`config.mk`:
```
export PLATFORM = sky130hd
export DESIGN_NAME = mem_wb_stage
export DESIGN_NICKNAME = d
export VERILOG_FILES = /design/src/rtl/mem_wb_stage_pkg.sv /design/src/rtl/mem_wb_stage_ld_align.sv /design/src/rtl/mem_wb_stage.sv
export SDC_FILE = /design/constraint.sdc
export NUM_CORES = 1
export LEC_CHECK = 0
export ABC_AREA = 1
export CAP_MARGIN = 40
export CORE_MARGIN = 4
export CORE_UTILIZATION = 46
export DETAILED_ROUTE_END_ITERATION = 7
export PLACE_DENSITY_LB_ADDON = 0.25
export SYNTH_ARGS = -nofsm -noshare
export SYNTH_HDL_FRONTEND = slang
export SYNTH_HIERARCHICAL = 1
export SYNTH_SLANG_ARGS = --single-unit
```
`constraint.sdc`:
```
create_clock -name clk -period 2.1 [get_ports clk]
set_input_delay 0.315 -clock clk [delete_from_list [all_inputs] [get_ports clk]]
set_output_delay 0.315 -clock clk [all_outputs]
set_load 0.1 [all_outputs]
```
`src/rtl/mem_wb_stage_pkg.sv`:
```
// Shared definitions for the MEM/WB stage: widths, load-size encodings,
// FSM states and the captured-load context.
package mem_wb_stage_pkg;

   function automatic int unsigned CLOG2(input int unsigned n);
      int unsigned r;
      r = 0;
      while ((32'd1 << r) < n) r++;
      return r;
   endfunction

   localparam int unsigned IntSize  = 32;
   localparam int unsigned XLEN     = IntSize;
   localparam int unsigned NUM_REGS = 32;
   localparam int unsigned RSLEN    = CLOG2(NUM_REGS);

   localparam logic [XLEN-1:0] ZWord = '0;
   localparam logic            Rsten = 1'b1;

   localparam logic [1:0] LS_BYTE = 2'b00;
   localparam logic [1:0] LS_HALF = 2'b01;
   localparam logic [1:0] LS_WORD = 2'b10;

   typedef enum logic {S_IDLE, S_WAIT} state_e;

   typedef struct packed {
      logic [RSLEN-1:0] rd;
      logic             wen;
      logic [1:0]       size;
      logic             unsgn;
      logic [1:0]       lane;
   } ld_ctx_t;

   // Half loads need lane[0]=0; word loads (incl. 2'b11) need lane=0.
   function automatic logic is_misaligned(input logic [1:0] size, input logic [1:0] lane);
      logic r;
      r = 1'b0;
      case (size)
         LS_BYTE: r = 1'b0;
         LS_HALF: r = lane[0];
         default: r = (lane != 2'b00);
      endcase
      return r;
   endfunction

endpackage

```
`src/rtl/mem_wb_stage_ld_align.sv`:
```
// Load-data extraction: picks the addressed byte/half out of the
// little-endian response word and sign- or zero-extends it.
module ld_align
   import mem_wb_stage_pkg::*;
(
   input  logic [XLEN-1:0] rdata,
   input  logic [1:0]      size,
   input  logic            unsgn,
   input  logic [1:0]      lane,
   output logic [XLEN-1:0] data_c
);

   logic [7:0]  byte_sel;
   logic [15:0] half_sel;

   always_comb begin
      byte_sel = rdata[7:0];
      half_sel = rdata[15:0];
      data_c   = rdata;

      case (lane)
         2'd0:    byte_sel = rdata[7:0];
         2'd1:    byte_sel = rdata[15:8];
         2'd2:    byte_sel = rdata[23:16];
         default: byte_sel = rdata[31:24];
      endcase
      half_sel = lane[1] ? rdata[31:16] : rdata[15:0];

      case (size)
         LS_BYTE: data_c = {{(XLEN-8){byte_sel[7] & ~unsgn}}, byte_sel};
         LS_HALF: data_c = {{(XLEN-16){half_sel[15] & ~unsgn}}, half_sel};
         default: data_c = rdata;
      endcase
   end

endmodule

```
`src/rtl/mem_wb_stage.sv`:
```
// MEM/WB stage: retires ALU results directly, holds upstream while a load
// is outstanding, and drives the register-file write port from registers.
// Optional MISALIGN_TRAP_EN adds misalign_o and suppresses misaligned writes.
module mem_wb_stage
   import mem_wb_stage_pkg::*;
(
   input  logic             clk,
   input  logic             rst,
   input  logic             ex_valid,
   input  logic             ex_flush,
   input  logic             ex_wen,
   input  logic             ex_is_load,
   input  logic [1:0]       ex_ld_size,
   input  logic             ex_ld_unsigned,
   input  logic [RSLEN-1:0] ex_rd,
   input  logic [XLEN-1:0]  ex_alu_res,
   input  logic             dmem_rvalid,
   input  logic [XLEN-1:0]  dmem_rdata,
`ifdef MISALIGN_TRAP_EN
   output logic             misalign_o,
`endif
   output logic             stall_o,
   output logic [XLEN-1:0]  wb_data,
   output logic [RSLEN-1:0] wb_addr,
   output logic             wb_e
);

   state_e           state, state_n;
   ld_ctx_t          ctx, ctx_n;
   logic             wb_e_n;
   logic [RSLEN-1:0] wb_addr_n;
   logic [XLEN-1:0]  wb_data_n;
   logic [XLEN-1:0]  ld_data_c;
   logic             accept_c;
`ifdef MISALIGN_TRAP_EN
   logic             misalign_n;
`endif

   ld_align u_ld_align (
      .rdata  (dmem_rdata),
      .size   (ctx.size),
      .unsgn  (ctx.unsgn),
      .lane   (ctx.lane),
      .data_c (ld_data_c)
   );

   assign accept_c = ex_valid & ~ex_flush;
   // Upstream holds while the load is outstanding, including the rvalid cycle.
   assign stall_o  = (state == S_WAIT);

   always_ff @(posedge clk) begin
      if (rst == Rsten) begin
         state   <= S_IDLE;
         ctx     <= '0;
         wb_e    <= 1'b0;
         wb_addr <= '0;
         wb_data <= ZWord;
`ifdef MISALIGN_TRAP_EN
         misalign_o <= 1'b0;
`endif
      end else begin
         state   <= state_n;
         ctx     <= ctx_n;
         wb_e    <= wb_e_n;
         wb_addr <= wb_addr_n;
         wb_data <= wb_data_n;
`ifdef MISALIGN_TRAP_EN
         misalign_o <= misalign_n;
`endif
      end
   end

   always_comb begin
      state_n   = state;
      ctx_n     = ctx;
      wb_e_n    = 1'b0;
      wb_addr_n = wb_addr;
      wb_data_n = wb_data;
`ifdef MISALIGN_TRAP_EN
      misalign_n = 1'b0;
`endif

      case (state)
         S_IDLE: begin
            if (accept_c && ex_is_load) begin
               ctx_n.rd    = ex_rd;
               ctx_n.wen   = ex_wen;
               ctx_n.size  = ex_ld_size;
               ctx_n.unsgn = ex_ld_unsigned;
               ctx_n.lane  = ex_alu_res[1:0];
               state_n     = S_WAIT;
            end else if (accept_c && ex_wen && (ex_rd != '0)) begin
               wb_e_n    = 1'b1;
               wb_addr_n = ex_rd;
               wb_data_n = ex_alu_res;
            end
         end
         // Issued load is non-speculative: ex_valid/ex_flush ignored here.
         S_WAIT: begin
            if (dmem_rvalid) begin
               state_n   = S_IDLE;
               wb_addr_n = ctx.rd;
               wb_data_n = ld_data_c;
               wb_e_n    = ctx.wen & (ctx.rd != '0);
`ifdef MISALIGN_TRAP_EN
               if (is_misaligned(ctx.size, ctx.lane)) begin
                  misalign_n = 1'b1;
                  wb_e_n     = 1'b0;
               end
`endif
            end
         end
         default: state_n = S_IDLE;
      endcase
   end

endmodule

```
==> Yosys cells after proc, flatten, opt, wreduce, memory -nomap -nowiden <==
Cells that the tools add are included.
{ "word_totals": {"ff_bits": 50, "out_inout_bits": 39, "wordCells": 49} }
{ "classes": {"n_eq_ne": 6, "mux": 18, "n_bitwise": 7, "reduce_logical": 9} }
{ "ops": {"columns": ["cell", "count"], "rows": [
  ["$pmux 32 s2", 2],
  ["$mux 32", 3],
  ["$pmux 8 s3", 1],
  ["$mux 16", 1],
  ["$mux 5", 3],
  ["$pmux 5 s2", 1],
  ["$reduce_bool 5->1", 2],
  ["$ne 2x2->1 const B", 3],
  ["$mux 1", 5],
  ["$and 1x1->1", 4],
  ["$eq 2x1->1 const B", 2],
  ["$logic_not 2->1", 2],
  ["$pmux 1 s2", 2],
  ["$logic_and 1x1->1", 3],
  ["$not 1->1", 3],
  ["$reduce_and 3->1", 1],
  ["$eq 2x2->1 const B", 1],
  ["$reduce_and 2->1", 1]
]} }

==> Longest topological paths before layout <==
Gate-level depths: netlist of the first run.
{ "logic_depth": {"ltp_word": 7, "depth_mapped": 11} }

==> Hierarchy <==
The synthesis of the first run kept the hierarchy.
{ "modules_own_cells": {"columns": ["module", "n_inst", "cells_each", "area_each_um2", "seq_area_each_um2"], "rows": [
  ["mem_wb_stage", 1, 319, 2406.1, 1001.0],
  ["ld_align", 1, 157, 878.3, 0.0]
]} }

==> Worst setup path after synthesis of the first run <==
Ideal clock, no wire load.
{ "synth_path": {"path_type": "register to register", "from": "register state, in the netlist stall_o", "to": "register wb_addr[0]", "setup_ns": 0.119, "t_arrival_ns": 1.945, "required_ns": 1.981, "setup_slack_ns": 0.036, "stages_incl_launch_ff": 8, "n_path_buf": 3, "path_cell_list": "dfxtp_1 > buf_4 > inv_2 > or2_1 > buf_6 > buf_2 > a21oi_1 > nor2_1"} }
{ "synth_between": {"elab_chain_cells": 3} }
{ "synth_lines": {"columns": ["element", "line", "rtl"], "rows": [
  ["start, declared", "mem_wb_stage.sv:28", "state_e state, state_n;"],
  ["start signal, assigned", "mem_wb_stage.sv:62", "state <= state_n;"],
  ["$not 1->1 (no source line)", null, null],
  ["$ne 2x2->1 (no source line)", null, null],
  ["$reduce_and 3->1 (no source line)", null, null],
  ["end signal, assigned", "mem_wb_stage.sv:65", "wb_addr <= wb_addr_n;"],
  ["end, declared", "mem_wb_stage.sv:24", "output logic [RSLEN-1:0] wb_addr,"]
]} }
Parallel ways exist; a longest one is shown, timed or not.
A chain may end at the register's enable or synchronous reset.

==> Worst setup path in the final report of the first run <==
{ "layout_path": {"from": "register ctx[1] (netlist bit)", "to": "register wb_data[24]"} }
{ "layout_between": {"elab_chain_cells": 6} }
{ "layout_lines": {"columns": ["element", "line", "rtl"], "rows": [
  ["start, declared", "mem_wb_stage.sv:29", "ld_ctx_t ctx, ctx_n;"],
  ["start signal, assigned", "mem_wb_stage.sv:63", "ctx <= ctx_n;"],
  ["$eq 2x2->1, or another cell as far along", "mem_wb_stage_ld_align.sv:21", "case (lane)"],
  ["$pmux 8 s3", "mem_wb_stage_ld_align.sv:21", null],
  ["$and 1x1->1", "mem_wb_stage_ld_align.sv:30", "LS_BYTE: data_c = {{(XLEN-8){byte_sel[7] & ~unsgn}}, byte_sel};"],
  ["$pmux 32 s2 (*)", "mem_wb_stage_ld_align.sv:29", "case (size)"],
  ["via ld_data_c[24]", "mem_wb_stage.sv:33", "logic [XLEN-1:0] ld_data_c;"],
  ["$mux 32 (*)", "mem_wb_stage.sv:100", "if (dmem_rvalid) begin"],
  ["$pmux 32 s2 (*)", "mem_wb_stage.sv:83", "case (state)"],
  ["end signal, assigned", "mem_wb_stage.sv:57", "wb_data <= ZWord;"],
  ["end signal, assigned", "mem_wb_stage.sv:66", "wb_data <= wb_data_n;"],
  ["end, declared", "mem_wb_stage.sv:23", "output logic [XLEN-1:0] wb_data,"]
]} }
Mark *: on every way through the listed nets, which the timed path passes. The rest lies on a longest branch. The select of a mux whose other input is x is not followed.

==> results.md, run 1 <==
Setup path:
- Tracing the worst setup path back leads to its startpoint at ctx[1].
- The highest fanout seen on the critical path is 14.
- In this run the register-to-register setup slack is roughly 0.34 ns.
- The count of cells along the worst register-to-register path is 9.
- STA puts the critical path data arrival time at around 2.0 ns.
- The launching point of the worst reg2reg path is ctx[1].
- The data required time of the worst path is 2.30 ns.
- The critical path capture point type is a flop.
- The endpoint of the worst-slack reg-to-reg timing path is wb_data[24].
- The class of the most critical setup path is reg2reg.
- The startpoint type of the worst setup path is a flop.

Synthesis:
- For this run, the register share of the synthesized area comes to 0.305.
- In the post-synthesis netlist, the biggest area contributors are dfxtp_1, nand2_1, mux2i_1.
- Each instance of the synthesized netlist takes up on average about 6.9 sq um.
- Counting flops and latches in the post-synthesis netlist gives 50.
- The number of instances in the synthesized netlist is about 480.
- dfxtp_1 takes more of the synthesized area than any other cell.
- The synthesized netlist occupies a cell area of 3280 sq um.
- The count of distinct cell types in the synthesized netlist is 26.
- The number of warnings reported in the yosys synthesis log is 6.
- The share of the synthesized area in the top cell type is 0.305.
- When the netlist entered floorplanning its net count stood at 555.

Timing:
- Headroom to the max-slew limit came out at 0.614.
- Hold is met by just under 0.5 ns.
- Setup violations remaining at the end of the flow were counted as 0.
- The worst path in the final design needs a cycle of 1.76 ns, including I/O delays and setup.
- After layout, the worst setup slack is 0.336 ns.
- Of the available clock period, the critical path in the final layout requires 0.840.
- The number of pins exceeding their max-slew limit in the final report is 0.
- At the pin with the least slew margin, the transition time is around 0.57 ns.
- The timing-limited maximum frequency is 567 MHz.
- The worst clock skew is 0.00735 ns.
- The number of failing hold endpoints at the final stage is 0.
- Setup repair after global routing left no endpoint under its margin.
- Setup total negative slack on the finished layout was measured at 0 ns.

Route:
- In this run the remaining antenna-violating nets after routing total 0.
- The total length of routed wires is 9790 um.
- After detailed routing, the number of remaining DRC violations is 0.
- The routed via count is 3,436.
- After detailed routing, the average wire length per cell comes to 14.6 um.
- The detailed-routing iteration count for the pre-antenna-repair pass is 4.
- The number of DRC markers after the initial detailed-route iteration is 171.
- In the routed layout, each cell is associated on average with a via count of 5.14.

Worst hold path:
- The worst hold path terminates at ctx[7].
- The hold path startpoint is ctx[7].
- The worst hold path depth is 2.
- The class of the worst hold path is reg2reg.

Clock tree:
- Counting the buffers created by CTS gives 5.
- The number of H-tree levels is 2.
- Clock-pin slew was measured on the worst setup and hold paths at 0.09 ns.
- In this run the post-CTS setup repair buffer count came out at 0.
- TritonCTS built the clock tree.
- The maximum buffer depth of the clock tree is 2.
- The number of buffers added to fix hold violations after cts is 0.
- In this run the clock root is driven by a clkbuf_8.
- The count of instances resized after the clock tree is built is 0.
- Clock latency on the worst-skew pair, taken at its later pin, is 0.30 ns.
- Clock tree synthesis found a total of 50 sinks.

Placed design:
- The post-detailed-placement half-perimeter wirelength is ~7300 um.
- OpenSTA, run right after detailed placement, puts the worst setup slack at 0.0901 ns.
- The congestion estimate from routability-driven global placement came to 0.906.
- The number of placed instances, taps included, is 661.
- The count of input and output buffers is roughly 120.

Global route:
- The total congestion overflow after global routing is 0.
- The global routing stage identified its most utilized layer as met2.
- Entering global routing, the biggest net connects 76 pins.
- The via count of the first global-routing pass is 3,283.
- The initial antenna violation count was 0.
- For this run, global-route usage on met3 was measured as 0.0487.
- The global-route usage over all layers is 0.226.
- For met2 alone, demand over resource in global routing was 0.382.
- The met1 track demand over resource is 0.300.
- The global-route wire length before repair is between 15,000 and 20,000 um.

Run status:
- The flow ran to the end, and the final reports show no timing, DRC or antenna violations.

Die:
- The top-level port count is 118.
- The floorplan step defined a die boundary enclosing 8560 sq um.
- The row count is 30.
- The floorplan core area is 6870 sq um.
- The die extent in y is 92.5 um.
- From left edge to right edge, the die measures slightly above 90 um.
- For this configuration, the core starts out at a cell density of 0.478.

Cells and area:
- The count of non-filler cells in the finished layout is roughly 670.
- Of the cells placed in the final design, the portion with a size suffix greater than 1 is 0.157.
- Leaving out fill and tap cells, the most frequent cell in the layout is nand2_1.
- The area growth from synthesis to layout is 36.5%.
- The filler cell count is between 600 and 700.
- The number of diodes is 0.
- The library cells used most frequently in the layout, excluding fill and tap cells, are nand2_1, clkdlybuf4s50_1, nor2_1.
- The net count of the finished layout is 651.

Power and ir drop:
- The largest vdd supply drop is roughly 0.43 mV.
- The analysis attributes to cell leakage a power of 1.97 nW.
- Power spread over the standard cell area amounts to roughly 630 nW/um^2.

Flow run:
- Across the run, the number of max-cap violations was 0.
==> metal layers <==
layer  wire (um)  vias up
li1            -     1763
met1        4280     1545
met2        4740      119
met3         708        9
met4          63        0
met5           0        -
==> critical path, stage by stage, from the launching register on <==
cell	delay (ns)
dfxtp_1	0.53
nand2_2	0.08
o21a_4	0.22
nand3_4	0.22
buf_12	0.18
nand3_2	0.07
mux2i_1	0.15
nand3_1	0.09
nand2_1	0.08
nor2_1	0.04
==> synth_stat cells, drive strengths merged <==
library cell,n
nand3,68
clkbuf,15
o21ai,13
nand2,125
or2,1
nor3,2
o21a,1
buf,23
nand4,1
dfxtp,50
a21oi,50
nor2,61
inv,23
mux2i,36
o211ai,7
==> layout make-up <==
class	count	area, sq um	area share
Sequential cell	50	1000	0.224
Tap cell	96	120	0.0268
Clock buffer	6	72.6	0.0162
Timing Repair Buffer	127	1210	0.270
Clock inverter	2	37.5	0.00838
Multi-Input combinational cell	365	1950	0.435
Inverter	23	88.8	0.0198
==> through the flow <==
step	area [sq um]	util	total power [mW]
after global placement	4370	0.636	2.15
after detailed placement	4370	0.636	2.16
final	4480	0.652	2.81
after CTS	4480	0.652	2.83
after floorplan	3280	-	1.84
after global routing	4480	0.652	2.97
==> power breakdown <==
group | switching (mW) | leakage, nW | internal, mW | total (mW)
Sequential | 0.0433 | 0.410 | 1.01 | 1.05
Combinational | 0.709 | 1.50 | 0.375 | 1.08
Clock | 0.320 | 0.0514 | 0.356 | 0.676
Total | 1.07 | 1.97 | 1.74 | 2.81
==> cells by family after synthesis <==
family | count (synthesis) | synth area share
DFF | 50 | 0.305
AOI/OAI and AO/OA | 71 | 0.117
muxes | 36 | 0.110
and+or+nand+nor | 258 | 0.366
buffers and inverters | 61 | 0.102
==> worst max path at each step <==
stage | slack (ns) | depth (start not counted) | endpoint
finish | 0.34 | 9 | wb_data[24]
global route | 0.18 | 11 | wb_data[26]
CTS | 0.35 | 9 | wb_data[24]
detailed placement | 0.09 | 12 | wb_data[29]
global placement | 0.14 | 12 | wb_data[29]
floorplan | 0.04 | 7 | wb_addr[0]
==> registers in the layout (all words and copies together), names as in the netlist <==
| signal | count |
|---|---|
| stall_o | 1 |
| wb_e | 1 |
| wb_data | 32 |
| ctx | 11 |
| wb_addr | 5 |
No activity file was read; power rests on OpenSTA's default activity.
==> inputs of run 2 (changes only) <==
--- a/config.mk
+++ b/config.mk
@@ -8,7 +8,7 @@
 export ABC_AREA = 1
 export CAP_MARGIN = 40
 export CORE_MARGIN = 4
-export CORE_UTILIZATION = 46
+export CORE_UTILIZATION = 41
 export DETAILED_ROUTE_END_ITERATION = 7
 export PLACE_DENSITY_LB_ADDON = 0.25
 export SYNTH_ARGS = -nofsm -noshare
==> constraint.sdc (replaced) <==
create_clock -name clk -period 1.6 [get_ports clk]
set_input_delay 0.24 -clock clk [delete_from_list [all_inputs] [get_ports clk]]
set_output_delay 0.24 -clock clk [all_outputs]
set_load 0.1 [all_outputs]
==> run 2 against run 1 <==
Flip-flop and latch count unchanged. Sequential share of layout area fell by 2.8 points. Global-route usage fell by 1.4 points. Largest cell class unchanged.
==> results.md, run 2 (synthesized netlist as in run 1, its figures left out) <==
Run status:
- The run finished with clean final reports.

Global route:
- The global-route wire length before repair is 16,800 um (+6.2%).
- The total congestion overflow after global routing came to 0 (unchanged).
- The maximum number of pins on one net before global-route repair is 44 (-42%).
- The via count of the first global-routing pass is 3,373 (+2.7%).
- The initial antenna violation count came to 0 (unchanged).
- The global-route usage over all layers is 0.212 (-0.0142).

Clock tree:
- The number of buffers added to fix hold violations after cts is 0 (unchanged).
- The number of buffers created by CTS is 5 (unchanged).
- The CTS clock-pin slew for the worst setup and hold paths is 0.09 ns (about the same).
- The number of H-tree levels is 2 (unchanged).
- The tree is rooted in a clkbuf_8.
- TritonCTS built the clock tree.
- The source-to-sink clock delay at the later pin of the worst-skew pair is 0.30 ns (about the same).
- The maximum buffer depth of the clock tree is 2 (unchanged).
- The sink count of the clock tree is 50 (unchanged).

Setup path:
- The worst setup path is launched from a flop.
- Among all stages on the critical path, the largest delay is contributed by dfxtp_4.
- The worst path arrival time came to 1.70 ns (-0.27 ns).
- The highest fanout seen on the critical path is 10 (-4).
- The critical path goes through inv_2, nand2_4, nand2_1, nand3_2, nand3_4, buf_12, nand3_2, mux2i_1, nand3_1, nand2_1, nor2_1.
- The data required time of the worst path came to 1.81 ns (-0.49 ns).
- The worst setup path is captured at a flop.
- The delay of the slowest critical-path stage is 0.39 ns (-0.14 ns).
- The critical path in this run is classified as reg2reg.

Timing:
- The number of pins exceeding their max-slew limit in the final report is 0 (unchanged).
- The slew at the pin closest to its max-slew limit came to 0.364 ns (-0.211 ns).
- The minimum period implied by the final worst setup slack is 1.49 ns (-0.270 ns).
- The number of failing hold endpoints at the final stage was 0 (unchanged).
- The final number of setup-violating endpoints is 0 (unchanged).
- The worst-case headroom to the max-slew limit is 0.757 (+0.143).
- Setup repair after global routing left no endpoint under its margin.
- The worst clock skew was 0.00654 ns (-0.000814 ns).
- The total negative setup slack came to 0 ns (unchanged).
- The share of the cycle needed by the critical path after routing was 0.934 (+0.0935).
- The final hold slack is 0.488 ns (+0.00482 ns).
- The timing-limited maximum frequency is 670 MHz (+18%).

Worst hold path:
- The class of the worst hold path is reg2reg.

Power and ir drop:
- The net switching share of the total power was 0.371 (-0.0105).
- The internal power component is 2.49 mW (+43%).
- The cell leakage power is 2.20 nW (+12%).
- The power density over cell area is 767 nW/um^2 (+22%).
- The sequential group share of total power is 0.358 (-0.017).
- The proportion of power drawn by the clock network is 0.224 (-0.016).
- The switching component of the power is 1.47 mW (+37%).
- The post-route total power is 3.96 mW (+41%).
- The combinational share of power was 0.418 (+0.033).
- The largest vdd supply drop is 0.482 mV (+11%).

Flow run:
- The count of max-cap constraint violations is 0 (unchanged).

Route:
- The highest routed metal layer is met4.
- The total DRC errors in the routed layout was 0 (unchanged).
- The detailed-routing iteration count for the pre-antenna-repair pass is 4 (unchanged).
- The total length of routed wires is 10,300 um (+5.2%).
- The post-detailed-route via-to-cell ratio is 5.06 (-1.4%).
- The number of DRC markers after the initial detailed-route iteration is 154 (-9.9%).
- The met3 layer wire length in the routed design is 692 um (-2.3%).
- The per-cell routed wire length is 14.8 um (+1.3%).
- The routed via count is 3,520 (+2.4%).
- The routed metal-1 wirelength is 4630 um (+8.3%).
- The routed length on met2 is 4840 um (+2.2%).
- The post-route antenna net violation count is 0 (unchanged).

Placed design:
- The global placer's final weighted congestion was 0.856 (-5.5%).
- The cell area after placement was 5040 sq um (+15%).
- The count of input and output buffers is 117 (unchanged).
- The post-detailed-placement half-perimeter wirelength is 8000 um (+9.4%).

Cells and area:
- The number of diodes came to 0 (unchanged).
- The commonest non-fill, non-tap cell in the layout is nand2_1.
- The area occupied by multi-input gates is 1950 sq um (+0.26%).
- The post-route standard cell area excluding fillers is 5170 sq um (+15%).
- The top cell types in the final layout, fill and taps aside, are nand2_1, clkdlybuf4s50_1, nor2_1.
- The largest registers in the layout are wb_data (32), ctx (11), wb_addr (5).
- The share of the core filled with cells in the final layout is 0.665 (+0.0127).
- The flip-flop count of the largest register, all copies and words added is 32 (unchanged).
- The share of layout cells above drive strength 1 is 0.194 (+0.0369).
- The register with the most flip-flops is wb_data.
- The flip-flop and latch area came to 1010 sq um (+1.0%).
- The area growth from synthesis to layout is 57.3%.
- The filler cell count was 699 (+9.9%).
- The net count of the finished layout is 671 (+3.1%).

Die:
- The row count was 32 (+6.7%).
- The effective utilization at floorplan is 0.423 (-0.0553).
- The floorplan core area came to 7770 sq um (+13%).
- The top-level port count was 118 (unchanged).
- The width of the die came to 97.5 um (+5.4%).
- The die footprint is 9510 sq um (+11%).
- The die extent in y is 97.5 um (+5.4%).
run 2: cell count changes in the layout (fill, tap and decap cells not counted), sizes merged:
cell | before | now
clkinvlp | 1 | 0
clkinv | 0 | 2
clkbuf | 6 | 5
buf | 49 | 69
run 2: layout make-up:
cell class              count  area share
flip-flops and latches     50       0.196
inverters                  23      0.0172
clock inverters             3     0.00775
multi-input cells         365       0.378
repair buffers            147       0.363
well taps                 102      0.0247
clock buffers               5      0.0133
run 2: path summary, 6_finish.rpt:
| check | endpoint | cells after the start | slack [ns] | start |
|---|---|---|---|---|
| setup / recovery | wb_data[31] | 11 | 0.11 | ctx[1] |
| hold / removal | ctx[8] | 2 | 0.49 | ctx[8] |
| setup reg to reg | wb_data[31] | 11 | 0.11 | ctx[1] |
| hold reg to reg | ctx[8] | 2 | 0.49 | ctx[8] |
run 2: power groups by stage:
| stage | Sequential (mW) | Clock, mW | Combinational (mW) |
|---|---|---|---|
| after global placement | 1.44 | 0 | 1.64 |
| after detailed placement | 1.45 | 0 | 1.66 |
| after CTS | 1.42 | 0.915 | 1.66 |
| final | 1.42 | 0.889 | 1.66 |
| after floorplan | 1.88 | 0 | 0.529 |
| after global routing | 1.43 | 0.960 | 1.75 |
run 2: repair_timing:
item | CTS | global route
buffers inserted | 0 | 0
setup endpoints to repair | 10 | 9
cloned | 0 | 0
gates resized for setup | 1 | 5
run 2: worst max-delay path, delay by kind of cell, from the launching register on:
kind | cells | cell delay (ns)
multiplexers | 1 | 0.17
flip-flops | 1 | 0.39
AND/OR/NAND/NOR | 8 | 0.62
buffers and inverters | 2 | 0.23
run 2: routing by layer:
layer,vias up,GRT usage
met5,-,0
met4,0,0.0501
met3,10,0.0474
met2,113,0.349
met1,1595,0.282
li1,1802,-
run 2: stage by stage:
| stage | instances | setup WS (ns) |
|---|---|---|
| finish | 695 | 0.106 |
| global route | 695 | 0.000864 |
| CTS | 695 | 0.0655 |
| detailed placement | 687 | -0.202 |
| global placement | 687 | -0.160 |
| floorplan | 476 | 0.0280 |
==> inputs of run 3 (changes only) <==
--- a/config.mk
+++ b/config.mk
@@ -5,12 +5,13 @@
 export SDC_FILE = /design/constraint.sdc
 export NUM_CORES = 1
 export LEC_CHECK = 0
-export ABC_AREA = 1
+export ABC_CLOCK_PERIOD_IN_PS = 1600
 export CAP_MARGIN = 40
 export CORE_MARGIN = 4
 export CORE_UTILIZATION = 41
 export DETAILED_ROUTE_END_ITERATION = 7
 export PLACE_DENSITY_LB_ADDON = 0.25
+export SKIP_CTS_REPAIR_TIMING = 1
 export SYNTH_ARGS = -nofsm -noshare
 export SYNTH_HDL_FRONTEND = slang
 export SYNTH_HIERARCHICAL = 1
==> run 3 against run 2 <==
The flow now finishes with violations (negative setup slack). First-iteration DRC count rose by 95%. Worst hold slack got worse by 0.17 ns. Clock skew barely moved. Critical path type unchanged.
==> results.md, run 3 <==
Placed design:
- The count of input and output buffers is 117 (unchanged).
- The cell area after placement is 5300 sq um (+5.1%).
- The global placer's final weighted congestion is 0.909 (+6.2%).
- The post-detailed-placement half-perimeter wirelength is 8030 um (+0.27%).

Setup path:
- The family with the most delay on the worst path is compound AO/OA/AOI/OAI gates.
- The worst register-to-register path ends at wb_data[9].
- STA classifies the critical path startpoint as a flop.
- The worst path arrival time came to 2.02 ns (+0.32 ns).
- The combined buffer and inverter count along the critical path came to 1 (-1).
- The delay of the slowest critical-path stage is 0.38 ns (about the same).
- The number of cells on the critical path is 6 (-5).
- The cell at the slowest stage of the critical path is dfxtp_4.
- The start point of the critical path is ctx[0].
- The data required time of the worst path is 1.80 ns (about the same).
- Traced cell by cell, the critical path runs through mux2_4, a32oi_4, buf_6, o221ai_1, a221oi_1, a211oi_1.
- STA classifies the critical path endpoint as a flop.
- Following the worst setup path forward leads to its endpoint at wb_data[9].
- The class of the most critical setup path is reg2reg.
- The reg2reg setup slack is -0.22 ns (-0.33 ns).
- The highest fanout seen on the critical path was 7 (-3).
- The startpoint identified for the worst register-to-register timing path is ctx[0].
- The count of cells along the worst register-to-register path is 6 (-5).

Synthesis:
- The area fraction in and, or, nand and nor cells after synthesis was 0.157 (-0.210).
- The total of flip-flops plus latches after synthesis is 50 (unchanged).
- The synthesized-area fraction occupied by ao, oa, aoi and oai cells came to 0.412 (+0.296).
- The post-synthesis share of cell area spent on xor and xnor gates is 0 (unchanged).
- By area, the combinational part of the netlist is dominated by compound AO/OA/AOI/OAI gates.
- The fraction of registers with async set/reset is 0 (unchanged).
- The cell type contributing the most total cell area after synthesis is dfxtp_1.
- The share of the synthesized area in the top cell type was 0.297 (-0.00803).
- The sequential share of the synthesized area is 0.297 (-0.00803).
- The count of distinct cell types in the synthesized netlist is 34 (+31%).
- The mean instance size in the synthesized netlist is 8.56 sq um (+24%).
- The commonest cells after synthesis are a21oi_1, dfxtp_1, nand2_1.
- The post-synth design cell area is 3370 sq um (+2.7%).
- The number of instances in the synthesized netlist is 394 (-17%).
- The number of enable flip-flop cells after synthesis is 0 (unchanged).
- The net count after synthesis is 473 (-15%).
- The area share of fa/ha/maj cells after synthesis was 0 (unchanged).
- The multiplexer share of the synthesized area is 0.0512 (-0.0585).
- By area the synthesized netlist is led by dfxtp_1, nor2b_1, a21oi_1.
- The number of warnings reported in the yosys synthesis log came to 6 (unchanged).
- The most frequently used flop master after synthesis is dfxtp_1.

Route:
- The number of DRC markers after the initial detailed-route iteration is 300 (+95%).
- The total DRC errors in the routed layout is 0 (unchanged).
- The post-detailed-route via-to-cell ratio is 5.93 (+17%).
- The detailed-routing iteration count for the pre-antenna-repair pass is 7 (+3).
- The total length of routed wires is 12,000 um (+17%).
- The routed via count is 3,731 (+6.0%).
- The post-route antenna net violation count was 0 (unchanged).
- The per-cell routed wire length came to 19.1 um (+29%).

Global route:
- The maximum number of pins on one net before global-route repair was 78 (+77%).
- The via count of the first global-routing pass came to 3,594 (+6.6%).
- The initial antenna violation count is 0 (unchanged).
- The global-route usage over all layers is 0.224 (+0.0119).
- The global-route wire length before repair is 18,100 um (+7.7%).
- The total congestion overflow after global routing is 0 (unchanged).

Cells and area:
- The net count of the finished layout is 605 (-9.8%).
- The flip-flop count of the largest register, all copies and words added is 32 (unchanged).
- The number of diodes came to 0 (unchanged).
- The share of the core filled with cells in the final layout is 0.744 (+0.0787).
- More flip-flops sit in one register than any other, and that register is wb_data.
- The largest registers in the layout are wb_data (32), ctx (11), wb_addr (5).
- The library cell used most frequently in the layout, excluding fill and tap cells, is clkdlybuf4s50_1.
- The area growth from synthesis to layout is 73.0%.
- The library cells used most frequently in the layout, excluding fill and tap cells, are clkdlybuf4s50_1, a21oi_1, nand2_1.
- The post-route standard cell area excluding fillers is 5840 sq um (+13%).
- The share of layout cells above drive strength 1 is 0.345 (+0.151).

Timing:
- The final number of setup-violating endpoints is 33 (+33).
- The final worst setup slack is -0.221 ns (-0.327 ns).
- Setup repair after global routing could not meet its margin everywhere.
- The minimum period implied by the final worst setup slack is 1.82 ns (+0.327 ns).
- The number of failing hold endpoints at the final stage came to 0 (unchanged).
- The timing-limited maximum frequency came to 549 MHz (-18%).
- The worst clock skew is 0.00666 ns (+0.000118 ns).
- The number of pins exceeding their max-slew limit in the final report is 0 (unchanged).
- The share of the cycle needed by the critical path after routing is 1.14 (+0.205).
- The final hold slack is 0.322 ns (-0.166 ns).
- The worst-case headroom to the max-slew limit is 0.744 (-0.0133).
- The slew at the pin closest to its max-slew limit is 0.384 ns (+0.0195 ns).

Power and ir drop:
- The cell leakage power is 2.05 nW (-7.1%).
- The largest vdd supply drop is 0.460 mV (-4.5%).
- The power density over cell area came to 664 nW/um^2 (-13%).

Die:
- The die extent in y is 98.7 um (+1.2%).
- The effective utilization at floorplan is 0.430 (+0.00701).
- The row count is 32 (unchanged).
- The die footprint is 9740 sq um (+2.5%).
- The floorplan core area came to 7850 sq um (+1.0%).
- The width of the die came to 98.7 um (+1.2%).
- The top-level port count is 118 (unchanged).

Clock tree:
- The source-to-sink clock delay at the later pin of the worst-skew pair was 0.31 ns (about the same).
- The maximum buffer depth of the clock tree is 2 (unchanged).
- The sink count of the clock tree is 50 (unchanged).
- The clock tree from TritonCTS is yes.
- The CTS clock-pin slew for the worst setup and hold paths is 0.09 ns (about the same).
- The number of H-tree levels is 2 (unchanged).
- The number of buffers created by CTS is 5 (unchanged).
- The clock tree root buffer cell is clkbuf_8.

Run status:
- The checks that failed: negative setup slack.
- The flow ran to the end, but the final reports show violations.

Flow run:
- The count of max-cap constraint violations is 0 (unchanged).

Worst hold path:
- The worst hold path depth is 4 (+2).
- The worst hold path belongs to the class in2reg.
==> run 3: cell count changes after synthesis, sizes merged, moves of 10 or more <==
cell / delta
nand2: -76
nand3: -68
nor2: -61
nor2b: +46
a211oi: +37
a221oi: +37
inv: -21
mux2i: -21
clkbuf: +17
o21ai: -13
o211ai: +10
==> run 3: kinds of logic (layout without fill, tap and decap cells) <==
logic type,after synthesis,in the layout
buffers and inverters,55,188
and+or+nand+nor,103,103
DFF,50,50
AOI/OAI and AO/OA,169,169
muxes,17,17
==> run 3: worst min path at each step <==
stage,from,slack [ns],endpoint
after floorplan,ex_ld_unsigned,0.38,ctx[2]
after global placement,ctx[2],0.44,ctx[2]
after detailed placement,ctx[2],0.45,ctx[2]
after CTS,rst,0.38,wb_addr[4]
after global routing,ex_rd[3],0.34,ctx[9]
final,ex_rd[2],0.32,ctx[8]
==> run 3: area by class of cell <==
type,instances,area [sq um]
repair buffers,177,2230
clock buffers,7,86.3
multi-input cells,289,2330
flip-flops and latches,50,1010
well taps,102,128
clock inverters,1,30.0
fillers,547,2010
inverters,3,15.0
==> run 3: per-layer routing <==
layer	vias up	track usage	wire length (um)	share of wire
met3	14	0.0432	864	0.072
met5	-	0	0	0
met2	158	0.374	6030	0.50
met4	0	0.0651	165	0.014
met1	1785	0.294	4980	0.41
li1	1774	-	-	-
==> run 3: where the power goes <==
group	switching (mW)	total, mW	internal, mW
sequential	0.0689	1.37	1.31
combinational	0.845	1.55	0.705
clock	0.443	0.953	0.511
==> run 3: per-stage QoR <==
stage | setup slack, ns | TNS, ns | std cells | power, mW
3_5_place_dp | -0.632 | -20.84 | 612 | 2.84
4_1_cts | -0.321 | -9.62 | 620 | 3.77
3_3_place_gp | -0.556 | -19.35 | 612 | 2.82
6_report | -0.221 | -4.67 | 629 | 3.88
5_1_grt | -0.281 | -6.89 | 629 | 3.99
2_1_floorplan | -0.175 | -3.62 | 394 | 2.22
==> run 3: tightest hold or removal path: cells and delay by family <==
| kind | cells | cell delay (ns) |
|---|---|---|
| simple gates | 1 | 0.04 |
| buf+inv | 2 | 0.22 |
| compound gates | 1 | 0.11 |
